--- src/rtl/stream_mux_n_rr.sv ---
// stream_mux_n_rr: N:1 packet-aware valid/ready stream multiplexer.
// The source channel comes from the select bus (MODE 0) or from a round-robin
// arbiter (MODE 1). A granted channel keeps the grant until its last beat.
// The output is a single register stage with full throughput.
module stream_mux_n_rr #(
  parameter int WIDTH    = 16,
  parameter int CHANNELS = 10,
  parameter int SEL_W    = 8,
  parameter int MODE     = 0
) (
  input  logic                      clk,
  input  logic                      rst,
  input  logic [SEL_W-1:0]          select,
  input  logic [CHANNELS*WIDTH-1:0] in_data,
  input  logic [CHANNELS-1:0]       in_valid,
  input  logic [CHANNELS-1:0]       in_last,
  output logic [CHANNELS-1:0]       in_ready,
  output logic [WIDTH-1:0]          out_data,
  output logic                      out_valid,
  output logic                      out_last,
  output logic [SEL_W-1:0]          out_chan,
  input  logic                      out_ready,
  output logic                      sel_err
);

  // Channel count widened by one bit so CHANNELS == 2**SEL_W still compares correctly.
  localparam logic [SEL_W:0]   CH_L      = (SEL_W + 1)'(CHANNELS);
  localparam logic [SEL_W-1:0] CH_LAST_L = SEL_W'(CHANNELS - 1);
  localparam logic             MODE_RR_L = (MODE != 32'sd0);

  typedef enum logic {
    ST_IDLE   = 1'b0,
    ST_LOCKED = 1'b1
  } state_t;

  state_t             state_r;
  logic [SEL_W-1:0]   lock_ch_r;
  logic [SEL_W-1:0]   rr_ptr_r;
  logic [WIDTH-1:0]   out_data_r;
  logic               out_valid_r;
  logic               out_last_r;
  logic [SEL_W-1:0]   out_chan_r;
  logic               sel_err_r;

  logic               sel_ok_s;
  logic [SEL_W-1:0]   rr_grant_s;
  logic               rr_found_s;
  logic [SEL_W-1:0]   grant_s;
  logic               cand_s;
  logic [WIDTH-1:0]   g_data_s;
  logic               g_valid_s;
  logic               g_last_s;
  logic               grant_valid_s;
  logic               load_en_s;
  logic               xfer_s;
  logic [SEL_W-1:0]   rr_next_s;
  logic [CHANNELS-1:0] in_ready_s;
  int                 ptr_v;
  int                 dist_v;
  int                 best_v;

  // Select bus addresses an existing channel.
  always_comb begin
    sel_ok_s = ({1'b0, select} < CH_L);
  end

  // Round-robin pick: valid channel with the smallest wrapped distance from the pointer.
  always_comb begin
    rr_grant_s = '0;
    rr_found_s = 1'b0;
    ptr_v      = int'(rr_ptr_r);
    dist_v     = 0;
    best_v     = CHANNELS;
    for (int i = 0; i < CHANNELS; i++) begin
      if (i >= ptr_v) begin
        dist_v = i - ptr_v;
      end else begin
        dist_v = i + CHANNELS - ptr_v;
      end
      if (in_valid[i] && (dist_v < best_v)) begin
        best_v     = dist_v;
        rr_grant_s = SEL_W'(i);
        rr_found_s = 1'b1;
      end else begin
        best_v = best_v;
      end
    end
  end

  // Grant source: held channel while locked, otherwise select bus or arbiter.
  always_comb begin
    grant_s = '0;
    cand_s  = 1'b0;
    case (state_r)
      ST_LOCKED: begin
        grant_s = lock_ch_r;
        cand_s  = 1'b1;
      end
      ST_IDLE: begin
        if (MODE_RR_L) begin
          grant_s = rr_grant_s;
          cand_s  = rr_found_s;
        end else begin
          grant_s = select;
          cand_s  = sel_ok_s;
        end
      end
      default: begin
        grant_s = '0;
        cand_s  = 1'b0;
      end
    endcase
  end

  // Route the granted channel's data, valid and last.
  always_comb begin
    g_data_s  = '0;
    g_valid_s = 1'b0;
    g_last_s  = 1'b0;
    for (int i = 0; i < CHANNELS; i++) begin
      if (grant_s == SEL_W'(i)) begin
        g_data_s  = in_data[i*WIDTH +: WIDTH];
        g_valid_s = in_valid[i];
        g_last_s  = in_last[i];
      end else begin
        g_data_s  = g_data_s;
      end
    end
  end

  // Handshake: the output register may load when empty or being drained.
  always_comb begin
    load_en_s     = !out_valid_r || out_ready;
    grant_valid_s = cand_s && g_valid_s;
    xfer_s        = !rst && load_en_s && grant_valid_s;
    if (grant_s == CH_LAST_L) begin
      rr_next_s = '0;
    end else begin
      rr_next_s = grant_s + SEL_W'(1);
    end
  end

  // One-hot accept towards the granted channel only.
  always_comb begin
    in_ready_s = '0;
    for (int i = 0; i < CHANNELS; i++) begin
      in_ready_s[i] = xfer_s && (grant_s == SEL_W'(i));
    end
  end

  // Packet FSM, round-robin pointer and registered output stage.
  always_ff @(posedge clk) begin
    if (rst) begin
      state_r     <= ST_IDLE;
      lock_ch_r   <= '0;
      rr_ptr_r    <= '0;
      out_data_r  <= '0;
      out_valid_r <= 1'b0;
      out_last_r  <= 1'b0;
      out_chan_r  <= '0;
      sel_err_r   <= 1'b0;
    end else begin
      sel_err_r <= !MODE_RR_L && (state_r == ST_IDLE) && !sel_ok_s;
      if (load_en_s) begin
        if (xfer_s) begin
          out_data_r  <= g_data_s;
          out_last_r  <= g_last_s;
          out_chan_r  <= grant_s;
          out_valid_r <= 1'b1;
          if (g_last_s) begin
            state_r  <= ST_IDLE;
            rr_ptr_r <= rr_next_s;
          end else begin
            state_r   <= ST_LOCKED;
            lock_ch_r <= grant_s;
          end
        end else begin
          out_valid_r <= 1'b0;
        end
      end else begin
        out_valid_r <= out_valid_r;
      end
    end
  end

  assign in_ready  = in_ready_s;
  assign out_data  = out_data_r;
  assign out_valid = out_valid_r;
  assign out_last  = out_last_r;
  assign out_chan  = out_chan_r;
  assign sel_err   = sel_err_r;

endmodule

--- config.mk ---
export PLATFORM = sky130hd
export DESIGN_NAME = stream_mux_n_rr
export DESIGN_NICKNAME = d
export VERILOG_FILES = /design/src/rtl/stream_mux_n_rr.sv
export SDC_FILE = /design/constraint.sdc
export NUM_CORES = 1
export LEC_CHECK = 0
export CAP_MARGIN = 20
export CORE_UTILIZATION = 30
export DETAILED_ROUTE_END_ITERATION = 6
export GPL_ROUTABILITY_DRIVEN = 1
export PLACE_DENSITY = 0.86
export SYNTH_ARGS = -nofsm -noshare
export SYNTH_HDL_FRONTEND = slang
export SYNTH_SLANG_ARGS = --single-unit
export TNS_END_PERCENT = 50
--- constraint.sdc ---
create_clock -name clk -period 5 [get_ports clk]
set_input_delay 1.25 -clock clk [delete_from_list [all_inputs] [get_ports clk]]
set_output_delay 1.25 -clock clk [all_outputs]
set_load 0.1 [all_outputs]
Word level (Yosys, flattened, before mapping)
Cells that the tools add are included.
{"block": "totals", "out_inout_bits": 37, "reg_bits": 36, "elab_cells": 74, "input_bits": 191}
{"block": "op_classes", "n_eq_ne": 9, "n_bitwise": 2, "n_lt_le_gt_ge": 1, "reduce_logical": 21, "mux": 34}
{"op": "16-bit 2-to-1 mux", "count": 10}
{"op": "8-bit by 3-bit == test with 1-bit output (second input constant)", "count": 4}
{"op": "1-bit 2-to-1 mux", "count": 22}
{"op": "8-bit by 2-bit == test with 1-bit output (second input constant)", "count": 2}
{"op": "8-bit by 4-bit == test with 1-bit output (second input constant)", "count": 2}
{"op": "8-bit case mux with 2 select lines", "count": 1}
{"op": "1-bit logical AND", "count": 14}
{"op": "8-bit by 1-bit == test with 1-bit output (second input constant)", "count": 1}
{"op": "8-bit logical NOT", "count": 1}
{"op": "8-bit by 4-bit less-than comparator with 1-bit output (second input constant)", "count": 1}
{"op": "1-bit logical NOT", "count": 3}
{"op": "3-bit AND reduction", "count": 1}
{"op": "1-bit NOT", "count": 2}
{"op": "1-bit case mux with 2 select lines", "count": 1}
{"op": "2-bit AND reduction", "count": 1}
{"op": "1-bit logical OR", "count": 1}

Depth between registers and ports, before layout
{"block": "depth", "depth_word": 16, "ltp_mapped": 12}

Least setup slack after synthesis
Ideal clock, no wire load.
{"block": "synth_path", "path_type": "input-to-output", "start": "input select[7]", "end": "output in_ready[0]", "n_path_buf": 1, "path_stages": 8, "arrival_ps": 5332, "slack_ps": -1582, "path_cell_list": "or4_4 > o32a_1 > or4b_1 > a211oi_1 > a31o_2 > nor2_1 > buf_2 > nor3_1"}
{"block": "synth_between", "elab_chain_cells": 15, "elab_cells_between_ends": 26, "cone_classes": "1 x order compare; 9 x eq/ne; 12 x mux; 4 x reduce/logical"}
{"item": "start: declaration", "line_no": "13", "text": "input logic [SEL_W-1:0] select,"}
{"item": "8-bit case mux with 2 select lines", "line_no": "94", "text": "case (state_r)"}
{"item": "8-bit logical NOT", "line_no": "121, 147"}
{"item": "1-bit 2-to-1 mux (10 in series)", "line_no": "121", "text": "if (grant_s == SEL_W'(i)) begin"}
{"item": "1-bit logical AND", "line_no": "134", "text": "grant_valid_s = cand_s && g_valid_s;"}
{"item": "1-bit logical AND", "line_no": "135", "text": "xfer_s = !rst && load_en_s && grant_valid_s;"}
{"item": "1-bit logical AND *", "line_no": "147", "text": "in_ready_s[i] = xfer_s && (grant_s == SEL_W'(i));"}
{"item": "end: declaration", "line_no": "17", "text": "output logic [CHANNELS-1:0] in_ready,"}
Mark *: on every way between the ends. The rest lies on a longest branch, timed or not.

Worst setup path after layout
{"block": "layout_path", "start": "input select[7]", "end": "output in_ready[3]"}
{"block": "layout_between", "elab_chain_cells": 15, "elab_cells_between_ends": 26, "cone_classes": "1 x order compare; 9 x eq/ne; 12 x mux; 4 x reduce/logical"}
{"item": "8-bit case mux with 2 select lines", "line_no": "94"}
{"item": "8-bit logical NOT", "line_no": "121"}
{"item": "1-bit 2-to-1 mux (10 in series)", "line_no": "121"}
{"item": "1-bit logical AND", "line_no": "134"}
{"item": "1-bit logical AND", "line_no": "135"}
{"item": "1-bit logical AND *", "line_no": "147"}
Marked as above.

==> impl_results.md <==
* Status: finished, violations left
* Failing checks: negative setup slack
* Reg clk slew, reported paths at 80 ps
* # clock sinks at 36
* Die H at around 100 um
* Final worst slack at -109.3 ps
* Fin crit share at 102.2%
* Max-slew violations at 0
* Worst Tran Pin Value at between 1000 and 1500 ps
* CTS tree: built
* Ratio of cells with drive above 1 in the final layout at a little under a fifth
* Setup Viol. Count Final at 10
* Rows at 35
* Fmax achieved at between 150 and 200 MHz
* Design Area, Final at ~6000 um2
* Lkg Pwr at ~0.0022 uW
* Total wire length at ~15 mm
* Maximum vdd ir drop at 0.0001155 V
* Number of flops mapped to enable cells by yosys at 0
* Post-synth top flop: dfxtp_1
* Placed cell area at about 5700 um2
* ANT cells at 0
* DRT iter0 DRCs at between 200 and 300
* Vias in the first global route at around 4300
* Antenna violations before repair at 0
* Synth Cell Area at 2851 um2
* Min cycle time layout at slightly above 5000 ps
* Yosys reg bits at 36
* Synthesis-to-finish area growth at 109.7%
* Asr flop ratio synth at 0%
* Initial Utilization at a little over 30%
* Final GP Congestion at ~0.96
* Routed vias at around 4300
* Pwr Density at between 100 and 150 nW/um2
* # IOs at between 200 and 250
* Post-DP HPWL at ~12 mm
* IO buf count at ~230
* Kind of start point of the critical path: primary input
* Seq/Total Area, Yosys at between 20% and 30%
* Clk Latency, worst-skew pair at between 200 and 300 ps
* First-pass GRT wire length at around 22 mm
* Antenna-violating nets left at 0
* Unrepaired setup endpoints after global routing: yes
* CP Class: primary input to output port
* Slew HR at 33.07%
* CP endpoint kind: output port
* DR DRC count at 0
* Die boundary width at between 90 and 100 um
* Clock Skew at between 6 and 7 ps
* Largest net degree at the start of global routing at 38
* DR vias/cell at roughly 5.5
* Synthesis warning total at 0
* Synth Instances at between 300 and 400
* Top cell type's share of synthesized area at around 25%
* CTS Buffer Depth at 2
* Max H-tree Level at 2
* CTS Hold Bufs at 0
* Max_cap viols at 0
* Hold Crit Depth at 1
* WP data arrival at roughly 3900 ps
* Netlist cell types at 51
* All-Layer GR Usage at around 29%
* Clock root cell: clkbuf_8
* WL/cell at between 15 and 20 um
* Pre-antenna DRT Iters at 5
* Synth area leader: dfxtp_1
* Non-Filler Instances at 776
* R2R cell count at 10
* DP Cell Count at 760
* Place WS at -466.1 ps
* Mapped Nets at 577
* Synth top area cells: dfxtp_1 (25%), nand2_1 (9.2%), nor2_1 (6.7%)
* Post-Syn Area per Cell at 7.387 um2
* # nets final at between 800 and 900
* Critical Path RT at 3750 ps
* Hold Path Class: flip-flop to flip-flop
* Maximum fanout along the worst path at 3
* Die area at just under 10000 um2
* Core area at 9240 um2
* Global route total overflow at 0
* Final Hold Violating Endpoints at 0
* Total CTS buffers at 5
* Worst hold slack at between 400 and 500 ps
-- logic make-up (layout without fill, tap and decap cells) --
kind of cell	count (synthesis)	count (layout)	synth area share (%)
buffers and inverters	35	296	5.265
AO/OA/AOI/OAI	131	131	38.00
flip-flops	36	36	25.27
multiplexers	9	9	3.291
AND/OR/NAND/NOR	175	175	28.17
-- synth_stat cells, drive strengths merged (6+ instances only) --
library cell   n
nor3          11
o21ai          8
a222oi        16
nand2         70
a21oi         21
o22ai          6
mux2i          6
nor2          51
o2bb2ai        6
dfxtp         36
a311oi         6
a221oi        17
nand3          6
and2           8
a211oi        24
o221ai        10
clkbuf        25
-- flip-flops by register name, indices dropped and copies added (netlist names) --
name,flops
lock_ch_r,8
out_chan,8
out_data,16
out_last,1
out_valid,1
sel_err,1
state_r,1
-- layer usage --
layer,routed length [um],up-vias,GRT usage (%)
met5,0,-,0
met4,538,0,12.56
met3,1122,34,6.254
met2,7487,224,52.46
met1,5784,2016,33.75
li1,-,2013,-
-- worst paths after layout --
path                              startpoint           end  slack [ps]
worst max-delay path               select[7]   in_ready[3]        -110
worst min-delay path            lock_ch_r[6]  lock_ch_r[6]         460
worst max register to register       state_r  lock_ch_r[3]        1400
worst min register to register  lock_ch_r[6]  lock_ch_r[6]         460
-- layout by cell type (no fill, tap or decap), types with 7 or more instances in the layout --
cell and count:
a211oi_1 13, nor2_1 45, o221ai_1 10, o21ai_0 7
and2_1 8, a222oi_1 16, buf_4 53, nand2_1 70
a221oi_1 17, dfxtp_1 36, clkdlybuf4s50_1 212, clkbuf_8 7
nor3_1 7, a211oi_2 10, a21oi_1 20, buf_12 12
-- where the power goes --
group | internal [uW] | switching [uW]
clock | 123 | 104
combinational | 158 | 75.6
sequential | 287 | 0.286
total | 568 | 180
-- per-stage QoR --
| stage | util (%) | TNS, ps | power (uW) |
|---|---|---|---|
| 6_report | 64.73 | -416.3 | 748.3 |
| 4_1_cts | 63.39 | -1020 | 750.2 |
| 3_3_place_gp | 61.88 | -3927 | 520.5 |
| 2_1_floorplan | - | -1194 | 340.3 |
| 5_1_grt | 64.73 | -667.2 | 779.4 |
| 3_5_place_dp | 61.88 | -4244 | 521.7 |
-- area by class of cell --
| type | count | area, um2 |
|---|---|---|
| Fill cell | 778 | 3259 |
| Timing Repair Buffer | 284 | 2834 |
| Multi-Input combinational cell | 315 | 2150 |
| Sequential cell | 36 | 720.7 |
| Tap cell | 129 | 161.4 |
| Clock buffer | 7 | 96.34 |
| Inverter | 5 | 18.77 |
-- critical path, cell delays in order --
cell and delay, ps:
buf_6 90, or4_4 560, buf_6 140, o32a_4 310, or3_4 380, o221a_4 240, and4b_2 240, or2_4 280
and3_4 200, buf_12 160
-- what timing repair did --
| action | CTS | global route |
|---|---|---|
| pin swaps | 11 | 11 |
| resized for setup | 21 | 17 |
| buffers inserted | 4 | 5 |
| endpoints found under the setup margin | 10 | 10 |
| gates cloned | 0 | 0 |
No activity file was read; power rests on OpenSTA's default activity.
